**src/rtl/evm_ballot_unit.sv**
```systemverilog
// Ballot control stage for the evm vote counter.
// Arms one vote per officer ballot edge, debounces a one-hot candidate press and strobes it out.
module evm_ballot_unit #(
    parameter int DEBOUNCE_CYCLES = 4,
    parameter int BEEP_CYCLES     = 8,
    parameter int TIMEOUT_CYCLES  = 64
) (
    input  logic        CLK,
    input  logic        RESET,
    input  logic        BALLOT,
    input  logic [3:0]  BTN,
    output logic        VOTE_VALID,
    output logic [1:0]  S,
    output logic        READY,
    output logic        BEEP,
    output logic        ERROR,
    output logic        TIMEOUT,
    output logic [15:0] BALLOTS
);

    localparam int DW = $clog2(DEBOUNCE_CYCLES + 1);
    localparam int TW = $clog2(TIMEOUT_CYCLES + 1);
    localparam int BW = $clog2(BEEP_CYCLES + 1);

    typedef enum logic [2:0] {
        ST_IDLE,
        ST_ARMED,
        ST_DEBOUNCE,
        ST_CAST,
        ST_BEEP,
        ST_RELEASE
    } state_t;

    state_t          state;
    logic            ballot_q;
    logic [3:0]      cap_pat;
    logic [1:0]      cap_idx;
    logic [DW-1:0]   dcnt;
    logic [TW-1:0]   tcnt;
    logic [BW-1:0]   bcnt;

    logic            ballot_edge;
    logic            btn_multi;
    logic            btn_onehot;
    logic [1:0]      btn_idx;
    logic [TW-1:0]   tcnt_next;
    logic [DW-1:0]   dcnt_next;
    logic            t_expire;
    logic            d_done;

    assign ballot_edge = BALLOT & ~ballot_q;
    assign btn_multi   = |(BTN & (BTN - 4'd1));
    assign btn_onehot  = (BTN != 4'd0) && !btn_multi;
    assign tcnt_next   = tcnt + TW'(1);
    assign dcnt_next   = dcnt + DW'(1);
    assign t_expire    = (tcnt_next == TW'(TIMEOUT_CYCLES));
    assign d_done      = (dcnt_next == DW'(DEBOUNCE_CYCLES));

    always_comb begin
        btn_idx = 2'd0;
        case (BTN)
            4'b0010: btn_idx = 2'd1;
            4'b0100: btn_idx = 2'd2;
            4'b1000: btn_idx = 2'd3;
            default: btn_idx = 2'd0;
        endcase
    end

    always_ff @(posedge CLK or posedge RESET) begin
        if (RESET) begin
            state      <= ST_IDLE;
            ballot_q   <= 1'b1;
            cap_pat    <= 4'd0;
            cap_idx    <= 2'd0;
            dcnt       <= '0;
            tcnt       <= '0;
            bcnt       <= '0;
            VOTE_VALID <= 1'b0;
            S          <= 2'd0;
            READY      <= 1'b0;
            BEEP       <= 1'b0;
            ERROR      <= 1'b0;
            TIMEOUT    <= 1'b0;
            BALLOTS    <= 16'd0;
        end else begin
            ballot_q   <= BALLOT;
            VOTE_VALID <= 1'b0;
            TIMEOUT    <= 1'b0;
            ERROR      <= 1'b0;
            case (state)
                ST_IDLE: begin
                    if (ballot_edge) begin
                        state <= ST_ARMED;
                        READY <= 1'b1;
                        tcnt  <= '0;
                        dcnt  <= '0;
                        if (BALLOTS != 16'hFFFF) begin
                            BALLOTS <= BALLOTS + 16'd1;
                        end
                    end
                end
                ST_ARMED: begin
                    tcnt  <= tcnt_next;
                    ERROR <= btn_multi;
                    if (t_expire) begin
                        state   <= ST_IDLE;
                        READY   <= 1'b0;
                        TIMEOUT <= 1'b1;
                    end else if (btn_onehot) begin
                        cap_pat <= BTN;
                        cap_idx <= btn_idx;
                        dcnt    <= DW'(1);
                        // A single-sample debounce window casts straight away
                        if (DEBOUNCE_CYCLES == 1) begin
                            state <= ST_CAST;
                            READY <= 1'b0;
                        end else begin
                            state <= ST_DEBOUNCE;
                        end
                    end
                end
                ST_DEBOUNCE: begin
                    tcnt <= tcnt_next;
                    if (t_expire) begin
                        state   <= ST_IDLE;
                        READY   <= 1'b0;
                        TIMEOUT <= 1'b1;
                        dcnt    <= '0;
                    end else if (BTN == cap_pat) begin
                        dcnt <= dcnt_next;
                        if (d_done) begin
                            state <= ST_CAST;
                            READY <= 1'b0;
                        end
                    end else begin
                        dcnt  <= '0;
                        state <= ST_ARMED;
                    end
                end
                ST_CAST: begin
                    VOTE_VALID <= 1'b1;
                    S          <= cap_idx;
                    BEEP       <= 1'b1;
                    bcnt       <= BW'(1);
                    state      <= ST_BEEP;
                end
                ST_BEEP: begin
                    if (bcnt == BW'(BEEP_CYCLES)) begin
                        BEEP  <= 1'b0;
                        state <= ST_RELEASE;
                    end else begin
                        bcnt <= bcnt + BW'(1);
                    end
                end
                ST_RELEASE: begin
                    if (BTN == 4'd0) begin
                        state <= ST_IDLE;
                    end
                end
                default: begin
                    state <= ST_IDLE;
                    READY <= 1'b0;
                    BEEP  <= 1'b0;
                end
            endcase
        end
    end

endmodule

```
**config.mk**
```make
export PLATFORM = sky130hd
export DESIGN_NAME = evm_ballot_unit
export DESIGN_NICKNAME = d
export VERILOG_FILES = /design/src/rtl/evm_ballot_unit.sv
export SDC_FILE = /design/constraint.sdc
export NUM_CORES = 1
export LEC_CHECK = 0
export BUFFER_PORTS_ARGS = -buffer_cell sky130_fd_sc_hd__buf_2
export CAP_MARGIN = 0
export CORE_MARGIN = 8
export CORE_UTILIZATION = 50
export CTS_CLUSTER_DIAMETER = 80
export CTS_CLUSTER_SIZE = 28
export DETAILED_ROUTE_END_ITERATION = 7
export GPL_TIMING_DRIVEN = 0
export PLACE_DENSITY = 0.7
export SETUP_SLACK_MARGIN = 0.4
export SYNTH_ARGS = -nofsm -noshare
export SYNTH_HDL_FRONTEND = slang
export SYNTH_SLANG_ARGS = --single-unit
```
**constraint.sdc**
```tcl
create_clock -name CLK -period 2.6 [get_ports CLK]
set_input_delay 0.52 -clock CLK [delete_from_list [all_inputs] [get_ports CLK]]
set_output_delay 0.52 -clock CLK [all_outputs]
set_load 0.005 [all_outputs]
```
==> impl_metrics.env, run 1 <==
export IMPL_grt_max_degree=33
export IMPL_htree_levels=2
export IMPL_status="finished, final reports clean"
export IMPL_synth_warnings=0
export IMPL_critPathLaunch="tcnt[3]"
export IMPL_gr_total_overflow=0
export IMPL_grt_usage=0.149
export IMPL_nNetsFinal=321
export IMPL_crit_fanout=9
export IMPL_fin_hold_ws_ns=0.166
export IMPL_fin_crit_ns=2.14
export IMPL_clockRootBuffer="clkbuf_8"
export IMPL_synth_main_ff_cell="dfrtp_1"
export IMPL_cp_cell_sequence="and3_4 -> mux2_2 -> or2_2 -> buf_2 -> a31oi_4 -> mux2_2"
export IMPL_num_fill_cells=474
export IMPL_clock_skew_final_ns=0.00905
export IMPL_viasPerCell=5.53
export IMPL_synth_edf_count=0
export IMPL_cts_made_buffers=5
export IMPL_area_growth_pct=18.1
export IMPL_drv_slew=0
export IMPL_wl_met3_um=214
export IMPL_grt_pass1_wl_mm=9.11
export IMPL_drtIter0Drc=94
export IMPL_drv_cap=0
export IMPL_dr_max_layer_used="met4"
export IMPL_syn_nets=277
export IMPL_multi_input_area_mm2=0.00133
export IMPL_antenna_found_initial=0
export IMPL_route_detailed_drc=0
export IMPL_drtPass1Iterations=4
export IMPL_rows=26
export IMPL_initial_core_util=0.507
export IMPL_reg2reg_depth=6
export IMPL_ant_nets=0
export IMPL_synth_cell_types=45
export IMPL_core_area_mm2=0.00501
export IMPL_relSlewSlack=0.583
export IMPL_seqCellArea_mm2=0.00118
export IMPL_clk_pin_slew_ns=0.09
export IMPL_rsz0062_at_grt="true"
export IMPL_cp_arrival_ns=2.34
export IMPL_hold_class="in -> async"
export IMPL_crit_family="multiplexers"
export IMPL_min_period_over_period=0.825
export IMPL_instances_no_fill=379
export IMPL_tightest_slew_ns=0.621
export IMPL_cp_slowest_stage_delay_ns=0.43
export IMPL_r2r_start="tcnt[3]"
export IMPL_final_layout_size_suffix_gt1_frac=0.262
export IMPL_insertion_delay_ns=0.30
export IMPL_crit_top_cell="mux2_2"
export IMPL_wl_met1_mm=2.42
export IMPL_r2r_end="dcnt[0]"
export IMPL_grt_pass1_vias=1956
export IMPL_worstSetupPathType="reg -> reg"
export IMPL_cpMaxStageDelayCell="dfrtp_2"
export IMPL_fp_dieW_um=87.3
export IMPL_fmax_mhz=466
export IMPL_async_reset_ff_frac=1.00
export IMPL_die_h_um=87.3
export IMPL_vdd_ir_drop_max_v=0.000406
export IMPL_boundaryPins=30
export IMPL_setup_viol=0
export IMPL_p_leak_uw=0.00129
export IMPL_cp_end_kind="flip-flop"
export IMPL_syn_inst=264
export IMPL_dpl_cell_area_mm2=0.00281
export IMPL_wl_met2_mm=2.57
export IMPL_wl_mm=5.27
export IMPL_cts_num_sinks=47
export IMPL_wl_per_cell_um=13.9
export IMPL_die_area_mm2=0.00762
export IMPL_stdcell_area_mm2=0.00300
export IMPL_seq_area_frac_synth=0.463
export IMPL_hold_viol_final=0
export IMPL_cts_buffer_depth=2
export IMPL_route_vias_total=2097
export IMPL_crit_buf_inv=1
export IMPL_tns_ns=0
export IMPL_ys_ff_latch=47
export IMPL_cts_tree="done"
export IMPL_n_antenna_cell=0
export IMPL_netlist_area_mm2=0.00254
export IMPL_syn_area_per_cell_um2=9.63
export IMPL_gp_congestion=0.811
export IMPL_crit_end="dcnt[0]"
export IMPL_worst_path_stages=6
export IMPL_dp_cells=363
export IMPL_dp_hpwl_mm=3.75
export IMPL_port_buffers=28
export IMPL_p_per_area_mw_per_mm2=880
export IMPL_crit_path_start_kind="flip-flop"
export IMPL_crit_required_ns=2.80
export IMPL_reg2reg_setup_slack_ns=0.46
[worst reg2reg max path: cells and delay by family (launching register included)]
| family | cells | cell delay (ns) |
|---|---|---|
| multiplexers | 2 | 0.71 |
| AND/OR/NAND/NOR | 2 | 0.50 |
| flip-flops | 1 | 0.43 |
| AO/OA/AOI/OAI | 1 | 0.21 |
| buffers and inverters | 1 | 0.19 |
[state kept, by name, summed over array words and instances (netlist names)]
register and cells:
BEEP 1, cap_idx 2, ballot_q 1, state 3, READY 1, TIMEOUT 1
BALLOTS 16, tcnt 7, bcnt 4, dcnt 3, ERROR 1, cap_pat 4
S 2, VOTE_VALID 1
[per-layer routing]
layer / global-route usage / vias to the layer above
li1: - / 1042
met5: 0 / -
met2: 0.240 / 32
met3: 0.0330 / 7
met1: 0.189 / 1016
met4: 0.0547 / 0
[what timing repair did]
action / in CTS / in global routing
resized for setup: 4 / 10
hold buffers: 0 / 0
setup endpoints to repair: 3 / 9
pin swaps: 0 / 3
cloned: 0 / 0
setup buffers: 4 / 4
[cells in the final DEF (no fill, tap or decap), types with 2 or more instances in the layout]
cell type | Yosys | routed
xor2_1 | 6 | 6
or2_2 | 6 | 6
a21o_1 | 4 | 4
clkbuf_8 | 0 | 5
and3_1 | 4 | 3
nand2b_1 | 5 | 5
nand3_1 | 15 | 15
a21bo_2 | 2 | 2
a22o_1 | 2 | 2
a211oi_1 | 5 | 5
a31oi_1 | 6 | 5
nor3_2 | 3 | 3
xnor2_1 | 13 | 13
ha_1 | 6 | 5
mux2_2 | 7 | 6
nand3b_1 | 3 | 3
nand4_1 | 6 | 6
and2_1 | 3 | 3
nor3_1 | 3 | 3
o21ai_0 | 18 | 18
nand2_1 | 20 | 20
buf_6 | 2 | 3
o22ai_1 | 3 | 3
o31ai_1 | 6 | 6
dfrtp_1 | 46 | 42
buf_4 | 0 | 9
a21oi_1 | 13 | 13
clkbuf_1 | 6 | 7
o41ai_1 | 3 | 3
dfrtp_2 | 0 | 4
buf_2 | 3 | 29
inv_1 | 8 | 7
nor2_1 | 22 | 20
[how the worst min path moves through the flow]
stage | start | end | slack (ns)
floorplan | tcnt[6] | tcnt[6] | 0.46
global placement | dcnt[2] | dcnt[2] | 0.48
detailed placement | tcnt[6] | tcnt[6] | 0.49
CTS | RESET | BALLOTS[14] | 0.17
global route | RESET | BALLOTS[14] | 0.19
finish | RESET | BALLOTS[9] | 0.17
[layout make-up]
type / instances / area share
Buffer: 11 / 0.0229
Clock buffer: 6 / 0.0242
Clock inverter: 2 / 0.00417
Inverter: 8 / 0.0100
Multi-Input combinational cell: 198 / 0.442
Sequential cell: 47 / 0.394
Tap cell: 70 / 0.0292
Timing Repair Buffer: 37 / 0.0734
[kinds of logic after synthesis]
group / Yosys count / share of synthesized area
DFF: 47 / 0.463
and+or+nand+nor: 98 / 0.204
adders and majority gates: 6 / 0.0295
AOI/OAI and AO/OA: 68 / 0.172
buffers and inverters: 19 / 0.0354
xor gates and xnor gates: 19 / 0.0655
muxes: 7 / 0.0310
[stage by stage]
step                      power [µW]  setup WS (ns)  utilization
final                           2640          0.456        0.599
after global routing            2850          0.333        0.599
after CTS                       2570          0.410        0.587
after detailed placement        2060          0.237        0.560
after global placement          2020          0.248        0.556
after floorplan                 1770          0.406            -
[cell usage after synthesis (2+ instances only)]
cell type	count	area share
or2_2	6	0.015
mux2_2	7	0.031
dfrtp_1	46	0.45
o22ai_1	3	0.0074
a21bo_2	2	0.0079
a31oi_1	6	0.015
buf_6	2	0.0089
nand2b_1	5	0.012
nor3_2	3	0.012
xor2_1	6	0.021
nor3_1	3	0.0059
nand4_1	6	0.015
buf_2	3	0.0059
o31ai_1	6	0.018
nand3b_1	3	0.0089
nand2_1	20	0.030
a21oi_1	13	0.026
a22o_1	2	0.0069
xnor2_1	13	0.045
nor2_1	22	0.032
ha_1	6	0.030
clkbuf_1	6	0.0089
a211oi_1	5	0.015
inv_1	8	0.012
and2_1	3	0.0074
and3_1	4	0.0098
o41ai_1	3	0.010
a21o_1	4	0.012
o21ai_0	18	0.035
nand3_1	15	0.030
[where the power goes]
| part | switching (µW) | internal, µW | total, µW |
|---|---|---|---|
| clock network | 256 | 189 | 444 |
| logic | 569 | 520 | 1090 |
| registers | 182 | 926 | 1110 |
(Power assumes the default switching activity.)
==> run 2, diff against run 1 <==
Clock period 2.6 ns to 2 ns, I/O delays scaled along.
==> run 2 against run 1 <==
Effect of this change:
- the flow now finishes with violations (setup timing)
- clock power increased by 22%
- non-clock buffer count rose by 33
- global-route usage increased by 2.4 points
- largest power group is now combinational cells
- clock skew shrank 0.0051 ns
- critical endpoint is now BALLOTS[8]
- count of clock-buffer cells in the layout grew 1
- critical path type unchanged
- first-iteration DRC count increased by 1.1%
==> impl_metrics.env, run 2 (synthesis gave the netlist of run 1 again) <==
export IMPL_status="finished with violations"
export IMPL_violations="setup timing"
export IMPL_final_cell_mix="dfrtp_1 (41), buf_2 (29), buf_6 (22), buf_4 (20), nand2_1 (18)"
export IMPL_relSlewSlack=0.620
export IMPL_grt_max_degree=40
export IMPL_fmax_mhz=469
export IMPL_num_fill_cells=337
export IMPL_grt_pass1_vias=2159
export IMPL_p_per_area_mw_per_mm2=1180
export IMPL_fp_dieW_um=87.3
export IMPL_worstSetupPathType="reg -> reg"
export IMPL_setup_viol=10
export IMPL_vdd_ir_drop_max_v=0.000816
export IMPL_drtIter0Drc=95
export IMPL_gr_total_overflow=0
export IMPL_grt_usage=0.173
export IMPL_hold_viol_final=0
export IMPL_hold_class="in -> async"
export IMPL_rsz0062_at_grt="true"
export IMPL_fin_ws_ns=-0.133
export IMPL_die_h_um=87.3
export IMPL_antenna_found_initial=0
export IMPL_cp_cell_sequence="or3b_4 -> or2_1 -> buf_6 -> or3_1 -> buf_6 -> nor2_4 -> mux2_4"
export IMPL_route_detailed_drc=0
export IMPL_cts_tree="done"
export IMPL_crit_buf_inv=2
export IMPL_final_layout_size_suffix_gt1_frac=0.496
export IMPL_multi_input_area_mm2=0.00178
export IMPL_htree_levels=2
export IMPL_tightest_slew_ns=0.565
export IMPL_cpMaxStageDelayCell="dfrtp_2"
export IMPL_largest_reg_flops=16
export IMPL_gp_congestion=0.822
export IMPL_largest_register="BALLOTS"
export IMPL_ant_nets=0
export IMPL_p_leak_uw=0.00162
export IMPL_cp_arrival_ns=2.32
export IMPL_area_growth_pct=50.3
export IMPL_crit_fanout=6
export IMPL_reg_top3="BALLOTS (16), tcnt (7)"
export IMPL_drv_slew=0
export IMPL_viasPerCell=5.59
export IMPL_clockRootBuffer="clkbuf_8"
export IMPL_grt_pass1_wl_mm=10.6
export IMPL_die_area_mm2=0.00762
export IMPL_initial_core_util=0.507
export IMPL_cts_buffer_depth=2
export IMPL_wl_per_cell_um=16.6
export IMPL_crit_path_start_kind="flip-flop"
export IMPL_layout_commonest_cell="dfrtp_1"
export IMPL_core_area_mm2=0.00501
export IMPL_cp_end_kind="flip-flop"
export IMPL_port_buffers=28
export IMPL_dp_hpwl_mm=3.80
export IMPL_clock_skew_final_ns=0.00397
export IMPL_clk_pin_slew_ns=0.08
export IMPL_wl_mm=6.84
export IMPL_crit_required_ns=2.19
export IMPL_drv_cap=0
export IMPL_cp_slowest_stage_delay_ns=0.41
export IMPL_route_vias_total=2310
export IMPL_fin_crit_ns=2.13
export IMPL_cts_num_sinks=47
export IMPL_nNetsFinal=355
export IMPL_crit_top_cell="buf_6"
export IMPL_seqCellArea_mm2=0.00118
export IMPL_insertion_delay_ns=0.29
export IMPL_n_antenna_cell=0
export IMPL_cts_made_buffers=5
export IMPL_boundaryPins=30
export IMPL_drtPass1Iterations=4
export IMPL_crit_family="simple AND/OR/NAND/NOR gates"
export IMPL_dp_slack_ns=-0.241
export IMPL_min_period_over_period=1.07
export IMPL_utilization=0.763
export IMPL_rows=26
==> run 2: path summary, 6_finish.rpt <==
path | startpoint | end | slack [ns] | depth (start not counted)
hold reg to reg | dcnt[2] | dcnt[2] | 0.50 | 1
setup reg to reg | state[2] | BALLOTS[8] | -0.13 | 7
hold / removal | RESET | BALLOTS[2] | 0.006 | 2
setup / recovery | state[2] | BALLOTS[8] | -0.13 | 7
max in group asynchronous | RESET | ballot_q | 1.47 | 3
min in group CLK | BALLOT | ballot_q | 0.22 | 1
==> run 2: repair_timing <==
item | 4_1_cts | 5_1_grt
buffers inserted | 29 | 12
endpoints found under the setup margin | 36 | 41
pin swaps | 28 | 25
hold buffers | 0 | 0
gates resized for setup | 69 | 49
gates cloned | 1 | 0
==> run 2: layout make-up <==
type | instances | share of cell area
flip-flops and latches | 47 | 0.310
inverters | 8 | 0.00786
multi-input cells | 199 | 0.465
well taps | 70 | 0.0229
repair buffers | 70 | 0.147
clock buffers | 7 | 0.0200
clock inverters | 1 | 0.00131
plain buffers | 11 | 0.0259
==> run 2: report_power, final <==
part	switching [µW]	total [µW]	internal, µW
combinational	1220	2490	1270
sequential	286	1490	1200
clock	296	541	246
==> run 2: metal layers <==
layer | track usage | wire length (µm) | vias up
li1 | - | - | 1111
met1 | 0.210 | 2820 | 1116
met2 | 0.301 | 3530 | 68
met3 | 0.0396 | 348 | 15
met4 | 0.0375 | 140 | 0
met5 | 0 | 0 | -
==> run 2: metrics by stage <==
step,power [µW],std cells,instance area (µm²),hold WS [ns],TNS (ns)
final,4520,413,3820,0.00630,-0.503
after global routing,4790,413,3820,0.00361,-2.00
after CTS,3950,401,3480,0.00323,-0.259
after detailed placement,2800,363,2900,0.328,-2.19
after global placement,2760,362,2880,0.483,-7.72
after floorplan,2430,264,2650,0.404,-0.0997
==> run 3, diff against run 2 <==
Settings changed: CORE_UTILIZATION 50 to 54, PLACE_DENSITY 0.7 to 0.75.
Clock period 2 ns to 2.6 ns, I/O delays scaled along.
==> run 3 against run 2 <==
Effect of this change:
- the flow now finishes without violations
- combinational power shrank 55%
- cell count shrank 12%
- die area is 6.1% lower
- largest power group is now sequential cells
- largest cell class unchanged
- non-clock buffer count down 33
- highest routed layer unchanged
==> impl_metrics.env, run 3 (synthesis gave the netlist of run 1 again) <==
export IMPL_status="finished, final reports clean"
export IMPL_n_antenna_cell=0
export IMPL_cts_num_sinks=47
export IMPL_drv_slew=0
export IMPL_p_leak_uw=0.00132
export IMPL_gr_total_overflow=0
export IMPL_drtPass1Iterations=4
export IMPL_dp_slack_ns=0.230
export IMPL_critPathLaunch="tcnt[5]"
export IMPL_reg_top3="BALLOTS (16), tcnt (7)"
export IMPL_fmax_mhz=457
export IMPL_vdd_ir_drop_max_v=0.000454
export IMPL_layout_commonest_cell="dfrtp_1"
export IMPL_cp_end_kind="flip-flop"
export IMPL_route_vias_total=2117
export IMPL_crit_end="dcnt[0]"
export IMPL_hold_class="in -> async"
export IMPL_setup_viol=0
export IMPL_relSlewSlack=0.584
export IMPL_drv_cap=0
export IMPL_ant_nets=0
export IMPL_area_growth_pct=19.4
export IMPL_largest_register="BALLOTS"
export IMPL_grt_max_degree=29
export IMPL_tns_ns=0
export IMPL_p_per_area_mw_per_mm2=900
export IMPL_grt_pass1_wl_mm=9.40
export IMPL_antenna_found_initial=0
export IMPL_port_buffers=28
export IMPL_wl_per_cell_um=15.1
export IMPL_insertion_delay_ns=0.31
export IMPL_crit_required_ns=2.80
export IMPL_die_area_mm2=0.00716
export IMPL_fin_crit_ns=2.19
export IMPL_rsz0062_at_grt="true"
export IMPL_reg2reg_depth=6
export IMPL_r2r_start="tcnt[5]"
export IMPL_clk_pin_slew_ns=0.10
export IMPL_r2r_end="dcnt[0]"
export IMPL_gp_congestion=0.818
export IMPL_core_area_mm2=0.00463
export IMPL_rows=25
export IMPL_clockRootBuffer="clkbuf_8"
export IMPL_htree_levels=2
export IMPL_crit_path_start_kind="flip-flop"
export IMPL_dp_cells=347
export IMPL_clock_skew_final_ns=0.00911
export IMPL_die_h_um=84.6
export IMPL_reg2reg_setup_slack_ns=0.41
export IMPL_min_period_over_period=0.842
export IMPL_worstSetupPathType="reg -> reg"
export IMPL_wl_mm=5.49
export IMPL_cts_hold_buffers=0
export IMPL_nNetsFinal=321
export IMPL_instances_no_fill=363
export IMPL_final_cell_mix="dfrtp_1 (42), buf_2 (28), nand2_1 (20), nor2_1 (20), o21ai_0 (18)"
export IMPL_crit_fanout=9
export IMPL_hold_viol_final=0
export IMPL_fin_ws_ns=0.410
export IMPL_initial_core_util=0.549
export IMPL_cts_buffer_depth=2
export IMPL_dpl_cell_area_mm2=0.00279
export IMPL_final_layout_size_suffix_gt1_frac=0.272
export IMPL_cts_tree="done"
export IMPL_grt_pass1_vias=2081
export IMPL_stdcell_area_mm2=0.00304
export IMPL_viasPerCell=5.83
export IMPL_largest_reg_flops=16
export IMPL_cts_made_buffers=5
export IMPL_dp_hpwl_mm=3.88
export IMPL_boundaryPins=30
export IMPL_fp_dieW_um=84.6
export IMPL_route_detailed_drc=0
export IMPL_drtIter0Drc=104
export IMPL_cp_arrival_ns=2.39
export IMPL_tightest_slew_ns=0.620
export IMPL_grt_usage=0.159
-- run 3: worst min-delay path by stage --
stage / slack, ns / to / cells past startpoint / start
3_5_place_dp: 0.49 / tcnt[6] / 1 / tcnt[6]
6_report: 0.20 / BALLOTS[9] / 2 / RESET
5_1_grt: 0.23 / BALLOTS[13] / 2 / RESET
3_3_place_gp: 0.48 / dcnt[2] / 1 / dcnt[2]
2_1_floorplan: 0.46 / tcnt[6] / 1 / tcnt[6]
4_1_cts: 0.21 / BALLOTS[9] / 2 / RESET
-- run 3: final cells by class --
cell class	count	area, µm²
Clock buffer	6	82.6
Buffer	11	78.8
Tap cell	54	67.6
Inverter	8	30.0
Clock inverter	2	16.3
Sequential cell	47	1180
Timing Repair Buffer	37	220
Multi-Input combinational cell	198	1360
Fill cell	366	1590
-- run 3: critical path: stages, from the launching register on --
cell and delay, ns:
dfrtp_1 0.45, and3_4 0.24, mux2_2 0.36, or2_2 0.29, clkbuf_4 0.19, a31oi_4 0.20
mux2_2 0.34
-- run 3: report_power, final --
part / switching [µW] / internal (µW) / total (µW)
clock: 266 / 217 / 483
combinational: 577 / 540 / 1120
sequential: 204 / 926 / 1130
-- run 3: metrics by stage --
step / utilization / hold WS (ns) / total power [µW]
after floorplan: - / 0.458 / 1770
after global placement: 0.598 / 0.478 / 2020
after detailed placement: 0.602 / 0.486 / 2060
after CTS: 0.631 / 0.214 / 2580
after global routing: 0.656 / 0.227 / 2920
final: 0.656 / 0.196 / 2730
-- run 3: metal layers --
layer  GRT usage  up-vias  share of wire  routed length [µm]
met3      0.0449        7          0.050                 275
met4      0.0518        0          0.011                  59
met2       0.265       59           0.49                2670
met1       0.192     1011           0.45                2490
met5           0        -              0                   0
li1            -     1040              -                   -
-- run 3: what timing repair did --
action,CTS,global route
buffers inserted,2,6
pin swaps,0,2
gates resized for setup,4,17
setup endpoints to repair,2,12
